**src/rtl/bin2bcd_param.sv**
```systemverilog
// Sequential double-dabble binary-to-BCD converter, one input bit per clock.
// Optional macro BIN2BCD_SIGNED_EN: two's-complement input with a sign output.
module bin2bcd_param #(
   parameter int BIN_W  = 19,
   parameter int DIGITS = 6
) (
   input  logic                  clk,
   input  logic                  reset,
   input  logic                  start,
   input  logic [BIN_W-1:0]      bin,
   output logic                  ready,
   output logic                  busy,
   output logic                  done_tick,
   output logic [4*DIGITS-1:0]   bcd,
   output logic                  overflow
`ifdef BIN2BCD_SIGNED_EN
   ,
   output logic                  sign
`endif
);

   localparam int CNT_W = $clog2(BIN_W + 1);
   localparam int BCD_W = 4 * DIGITS;

   typedef enum logic [1:0] {IDLE, OP, DONE} state_t;

   state_t             state, state_next;
   logic [BIN_W-1:0]   shift_reg;
   logic [BIN_W-1:0]   bin_mag;
   logic [BCD_W-1:0]   digits;
   logic [BCD_W-1:0]   digits_adj;
   logic [BCD_W-1:0]   digits_shift;
   logic [CNT_W-1:0]   cnt;
   logic               ovf_acc;
   logic               ovf_next;
   logic               last_shift;
`ifdef BIN2BCD_SIGNED_EN
   logic               bin_neg;
   logic               sign_acc;
`endif

   always_ff @(posedge clk) begin
      if (reset) begin
         state <= IDLE;
      end else begin
         state <= state_next;
      end
   end

   assign last_shift = (cnt == CNT_W'(1));

   always_comb begin
      state_next = state;
      case (state)
         IDLE:    if (start) state_next = OP;
         OP:      if (last_shift) state_next = DONE;
         DONE:    state_next = IDLE;
         default: state_next = IDLE;
      endcase
   end

   // Add-3 correction happens before the shift; the bit leaving the top digit feeds overflow.
   always_comb begin
      digits_adj = digits;
      for (int i = 0; i < DIGITS; i++) begin
         if (digits[4*i +: 4] > 4'd4) begin
            digits_adj[4*i +: 4] = digits[4*i +: 4] + 4'd3;
         end
      end
   end

   assign digits_shift = {digits_adj[BCD_W-2:0], shift_reg[BIN_W-1]};
   assign ovf_next     = ovf_acc | digits_adj[BCD_W-1];

`ifdef BIN2BCD_SIGNED_EN
   // Negating the most negative value wraps to itself, which is its correct unsigned magnitude.
   assign bin_neg = bin[BIN_W-1];
   assign bin_mag = bin_neg ? (~bin + BIN_W'(1)) : bin;
`else
   assign bin_mag = bin;
`endif

   always_ff @(posedge clk) begin
      if (reset) begin
         shift_reg <= '0;
         digits    <= '0;
         cnt       <= '0;
         ovf_acc   <= 1'b0;
         bcd       <= '0;
         overflow  <= 1'b0;
`ifdef BIN2BCD_SIGNED_EN
         sign_acc  <= 1'b0;
         sign      <= 1'b0;
`endif
      end else begin
         case (state)
            IDLE: begin
               if (start) begin
                  shift_reg <= bin_mag;
                  digits    <= '0;
                  ovf_acc   <= 1'b0;
                  cnt       <= CNT_W'(BIN_W);
`ifdef BIN2BCD_SIGNED_EN
                  sign_acc  <= bin_neg;
`endif
               end
            end
            OP: begin
               shift_reg <= {shift_reg[BIN_W-2:0], 1'b0};
               digits    <= digits_shift;
               ovf_acc   <= ovf_next;
               cnt       <= cnt - CNT_W'(1);
               if (last_shift) begin
                  bcd      <= digits_shift;
                  overflow <= ovf_next;
`ifdef BIN2BCD_SIGNED_EN
                  sign     <= sign_acc;
`endif
               end
            end
            default: ;
         endcase
      end
   end

   assign ready     = (state == IDLE);
   assign busy      = (state == OP) || (state == DONE);
   assign done_tick = (state == DONE);

endmodule

```
**config.mk**
```make
export PLATFORM = sky130hd
export DESIGN_NAME = bin2bcd_param
export DESIGN_NICKNAME = d
export VERILOG_FILES = /design/src/rtl/bin2bcd_param.sv
export SDC_FILE = /design/constraint.sdc
export NUM_CORES = 1
export LEC_CHECK = 0
export BUFFER_PORTS_ARGS = -buffer_cell sky130_fd_sc_hd__clkbuf_2
export CAP_MARGIN = 5
export CELL_PAD_IN_SITES_DETAIL_PLACEMENT = 1
export CELL_PAD_IN_SITES_GLOBAL_PLACEMENT = 2
export CORE_MARGIN = 1
export CORE_UTILIZATION = 37
export CTS_CLUSTER_SIZE = 25
export DETAILED_ROUTE_END_ITERATION = 6
export PLACE_DENSITY_LB_ADDON = 0.3
export SYNTH_ARGS = -nofsm -noshare
export SYNTH_HDL_FRONTEND = slang
export SYNTH_SLANG_ARGS = --single-unit
```
**constraint.sdc**
```tcl
create_clock -name clk -period 5.5 [get_ports clk]
set_clock_uncertainty 0.15 [all_clocks]
set_input_delay 0.275 -clock clk [delete_from_list [all_inputs] [get_ports clk]]
set_output_delay 0.275 -clock clk [all_outputs]
set_load 0.01 [all_outputs]
```
==> metrics.yaml, run 1 <==
drt:
  drc_errors: 5
  num_vias: 2874
  dr.pass1.iters: 6
  drt_iter0_drc: 69
  routed_wl_um: 8200
  detail-route-antenna-nets: 0
  routedWlPerCell_um: 15.5
  viasPerCell: 5.42
cts:
  cts_resized: 0
  cts_tree: "done"
  clk_pin_slew_ps: 80
  cts_buffer_depth: 2
  clkLatencyLatePin_ps: 350
  cts-root-buf: "clkbuf_8"
  clock_sinks: 76
  htreeDepth: 3
  cts_hold_buf: 0
  cts_made_buffers: 9
  cts_post_setup_buffers_inserted: 0
status:
  status: "complete, but fails checks"
  violations: "design-rule violations"
global_routing:
  grt_usage_pct: 18.5
  grt_first_pass_wirelength_um: 14300
  antenna_found_initial: 0
  gr-total-overflow: 0
  grt_pass1_vias: 2957
  grt_max_degree: 64
synthesis:
  ys_seq_area_share_pct: 44.7
  ys_warn_count: 0
  netlist_area_mm2: 0.00340
  ys_types: 43
  syn_area_per_cell_um2: 9.13
  ys_ff_latch: 76
  netlist_instances: 373
  synthesis.nets: 414
timing:
  setup_ws_ps: 2790
  worstMarginPinSlew_ps: 787
  fin_crit_ps: 2710
  finalMaxSlewViolations: 0
  whs_ps: 21.5
  setup_violations: 0
  min_period_over_period_pct: 49.2
  max_freq_mhz: 370
  hold_viol_final: 0
  rsz0062_at_grt: "no"
  relSlewSlack_pct: 47.4
  setup_tns_ps: 0
worst_setup_path:
  worstSetupPathType: "register to register"
  cp-end-kind: "register"
  arrival_ps: 2790
  cp-start-kind: "register"
  worstPathRequired_ps: 5590
  crit_fanout: 20
pwr:
  cellPowerDensity_mw_per_mm2: 436
  finalPower_uw: 1720
  vdd_drop_max_v: 0.000183
  static-leakage-power_uw: 0.00166
placed_design:
  portBuffers: 49
  pre_cts_ws_ps: 2780
  hpwlAfterDp_um: 5680
  gp_congestion: 0.771
floorplanning:
  fp.dieW_um: 97.9
  initial_utilization_pct: 38.7
  dieArea_mm2: 0.00959
  fp.dieH_um: 97.9
  row_count: 34
  core_mm2: 0.00881
  ios: 50
cells_and_area:
  area_delta_synth_final_pct: 16.1
  fill_cells: 1034
  postLayoutCoreUtil_pct: 44.9
  drive_above_1_share_pct: 17.8
  fin_nets: 458
  n_antenna_cell: 0
run:
  maxCapViolations: 0
min_path:
  min_path_type: "input pin to register"
-- area by class of cell --
cell class | count | area [um2] | area share (%)
repair buffers | 52 | 272 | 6.87
flip-flops and latches | 76 | 1520 | 38.5
clock inverters | 5 | 83.8 | 2.12
clock buffers | 11 | 151 | 3.83
inverters | 28 | 105 | 2.66
well taps | 108 | 135 | 3.42
multi-input cells | 250 | 1680 | 42.6
-- worst paths after layout --
kind,from,to,slack (ps),cells past startpoint
setup / recovery,state[0],digits[22],2790,6
hold / removal,bin[0],shift_reg[0],20,3
setup reg to reg,state[0],digits[22],2790,6
hold reg to reg,shift_reg[18],bcd[0],340,2
-- critical path, stage by stage (launching register included) --
cell and delay [ps]:
dfxtp_1 340, inv_1 110, ha_1 280, nor2b_1 370
nand2b_1 650, nor2_1 370, a22o_1 310
-- kinds of logic (layout without fill, tap and decap cells) --
| group | count (synthesis) | count (layout) | synth area share, % |
|---|---|---|---|
| AND/OR/NAND/NOR | 110 | 110 | 16.8 |
| flip-flops | 76 | 76 | 44.7 |
| XOR/XNOR | 6 | 6 | 1.54 |
| AO/OA/AOI/OAI | 107 | 107 | 21.8 |
| multiplexers | 8 | 8 | 2.39 |
| adder cells (fa/ha/maj) | 19 | 19 | 6.98 |
| buffers and inverters | 47 | 96 | 5.88 |
-- cells in the mapped netlist, drive strengths merged --
cell	number	area share, %
a31oi	1	0.18
mux2	1	0.33
xnor2	6	1.5
ha	19	7.0
o22ai	17	3.1
a221oi	1	0.26
mux2i	7	2.1
inv	28	3.1
o21bai	1	0.22
a21oi	21	3.1
o32ai	5	1.3
a2bb2o	1	0.29
nand2b	2	0.37
o2bb2ai	6	1.5
nor2b	3	0.55
or3	4	0.73
a311oi	1	0.26
or2	1	0.18
a22o	10	2.6
o21a	1	0.22
nor3	31	4.6
a21o	15	3.3
a22oi	2	0.44
buf	10	1.8
clkbuf	9	0.99
nor3b	12	2.6
nor2	44	5.5
nand3b	2	0.44
dfxtp	76	45
a211oi	14	3.2
o21ai	11	1.7
nand2	6	0.66
nor4	2	0.37
nand3	2	0.29
or4b	1	0.40
-- routing by layer --
layer	routed length [um]	up-vias	global-route usage, %
met5	0	-	0
met4	164	0	7.81
met3	225	14	3.15
met2	3840	46	31.4
met1	3970	1383	23.2
li1	-	1431	-
-- cells in the final DEF, fill, tap and decap left out, types with 2 or more instances in the layout --
master,count
a211oi_1,13
a21o_1,15
a21oi_1,21
a22o_1,10
a22oi_1,2
buf_4,2
bufinv_16,2
clkbuf_2,49
clkbuf_8,11
clkinvlp_4,2
dfxtp_1,76
ha_1,19
inv_1,27
mux2i_1,7
nand2_1,6
nand2b_1,2
nand3_1,2
nand3b_1,2
nor2_1,42
nor2b_1,3
nor3_1,31
nor3b_1,12
nor4_1,2
o21ai_0,8
o21ai_1,2
o22ai_1,17
o2bb2ai_1,6
o32ai_1,5
or3_1,4
xnor2_1,6
-- power by group --
group | internal [uW] | total (uW) | switching, uW
Sequential | 646 | 704 | 58.4
Clock | 281 | 494 | 212
Combinational | 195 | 526 | 331
-- per-stage QoR --
stage	instance area, um2	cells
5_1_grt	3950	530
6_report	3950	530
3_5_place_dp	3700	513
3_3_place_gp	3700	513
4_1_cts	3940	529
2_1_floorplan	3400	373
(Power assumes the default switching activity.)
==> run 2: changes to the inputs <==
CORE_UTILIZATION = 31   (was 37)
clock period = 2.45 ns   (was 5.5 ns; I/O delays follow)
==> run 2 against run 1 <==
Net effect: sequential power rose by 120%; combinational power rose by 140%; largest cell class unchanged; worst hold slack improved by 21 ps; the flow now finishes without violations; global-route usage fell by 1.6 points; worst setup slack got worse by 2500 ps; critical path depth fell by 1.
==> metrics.yaml, run 2 (same netlist as run 1, synthesis figures left out) <==
status:
  status: "finished clean"
cts:
  cts_tree: "done"
  htreeDepth: 3  # unchanged
  cts_buffer_depth: 2  # unchanged
  cts_made_buffers: 9  # unchanged
  clk_pin_slew_ps: 80  # about the same
  cts_resized: 0  # unchanged
  clock_sinks: 76  # unchanged
  clkLatencyLatePin_ps: 350  # about the same
  cts-root-buf: "clkbuf_8"
drt:
  drc_errors: 0  # -5
  dr.pass1.iters: 4  # -2
  num_vias: 2936  # +2.2%
  detail-route-antenna-nets: 0  # unchanged
  routedWlPerCell_um: 15.4  # -0.59%
  drt_iter0_drc: 93  # +35%
  routed_wl_um: 8950  # +9.2%
  viasPerCell: 5.04  # -7.0%
placed_design:
  placedCellCount: 547  # +6.6%
  gp_congestion: 0.741  # -4.0%
  hpwlAfterDp_um: 6060  # +6.6%
  portBuffers: 49  # unchanged
  placed_area_mm2: 0.00380  # +2.5%
floorplanning:
  initial_utilization_pct: 32.5  # -6.1 points
  fp.dieH_um: 107  # +9.1%
  core_mm2: 0.0105  # +19%
  row_count: 37  # +8.8%
  ios: 50  # unchanged
  fp.dieW_um: 107  # +9.1%
  dieArea_mm2: 0.0114  # +19%
pwr:
  cellPowerDensity_mw_per_mm2: 922  # +110%
  vdd_drop_max_v: 0.000435  # +140%
  static-leakage-power_uw: 0.00176  # +6.2%
global_routing:
  grt_first_pass_wirelength_um: 15000  # +5.0%
  gr-total-overflow: 0  # unchanged
  grt_pass1_vias: 2986  # +0.98%
  grt_max_degree: 38  # -41%
  grt_usage_pct: 16.9  # -1.6 points
  antenna_found_initial: 0  # unchanged
cells_and_area:
  finalNonFillerCells: 582  # +9.8%
  drive_above_1_share_pct: 17.7  # -0.060 points
  postLayoutCoreUtil_pct: 40.1  # -4.7 points
  final_cell_mix: "dfxtp_1, clkbuf_2, nor2_1"
  layout_commonest_cell: "dfxtp_1"
  fin_nets: 482  # +5.2%
  finish.instance_area_mm2: 0.00420  # +6.3%
  area_delta_synth_final_pct: 23.4
  n_antenna_cell: 0  # unchanged
  fill_cells: 1237  # +20%
timing:
  fin_crit_ps: 2180  # -527 ps
  rsz0062_at_grt: "no"
  min_period_over_period_pct: 88.9  # +40 points
  max_freq_mhz: 459  # +24%
  setup_violations: 0  # unchanged
  whs_ps: 42.2  # +20.7 ps
  finalMaxSlewViolations: 0  # unchanged
  relSlewSlack_pct: 54.4  # +7.0 points
  hold_viol_final: 0  # unchanged
  worstMarginPinSlew_ps: 681  # -106 ps
  setup_tns_ps: 0  # unchanged
worst_setup_path:
  worstSetupPathType: "register to register"
  worstPathRequired_ps: 2540  # -3050 ps
  crit_fanout: 12  # -40%
  cp-start-kind: "register"
  cp-end-kind: "register"
  arrival_ps: 2270  # -520 ps
run:
  maxCapViolations: 0  # unchanged
min_path:
  min_path_type: "input pin to register"
run 2: cell count changes in the layout (fill, tap and decap cells not counted):
cell,change
dlygate4sd3_1,+19
buf_4,+5
clkinvlp_4,-2
buf_12,+1
buf_6,-1
bufinv_16,-1
clkbuf_1,+1
clkbuf_8,+1
clkinv_2,+1
run 2: metal layers:
layer	routed length (um)	track usage, %
met5	0	0
met4	133	5.58
met3	228	4.07
met2	4250	28.7
met1	4340	20.9
run 2: path summary, 6_finish.rpt:
check,startpoint,end,slack [ps],cells past startpoint
min,reset,shift_reg[11],40,2
min reg2reg,cnt[4],cnt[4],340,1
max,state[1],digits[18],270,5
max reg2reg,state[1],digits[18],270,5
run 2: cell type report:
cell class / count / area, um2 / area share (%)
Sequential cell: 76 / 1520 / 36.2
Clock buffer: 13 / 169 / 4.02
Multi-Input combinational cell: 250 / 1680 / 40.1
Inverter: 28 / 105 / 2.50
Clock inverter: 3 / 43.8 / 1.04
Tap cell: 136 / 170 / 4.05
Timing Repair Buffer: 76 / 508 / 12.1
run 2: what timing repair did:
action,4_1_cts,5_1_grt
hold buffers,19,0
endpoints found under the hold margin,19,0
buffers inserted,0,0
run 2: through the flow:
stage | setup slack (ps) | power (uW)
after floorplan | 476 | 2470
after global placement | 326 | 2820
after global routing | 5.43 | 4150
after detailed placement | 280 | 2860
final | 272 | 3870
after CTS | 251 | 3930
run 2: critical path: stages (launching register included):
cell and delay, ps:
dfxtp_1 330, inv_1 120, ha_1 300, nor2b_1 340, or3_1 510, a2bb2o_1 320
run 2: where the power goes:
group	leakage, uW	switching, uW	internal [uW]
Clock	0.000110	475	555
Sequential	0.000618	130	1450
Combinational	0.00103	771	493
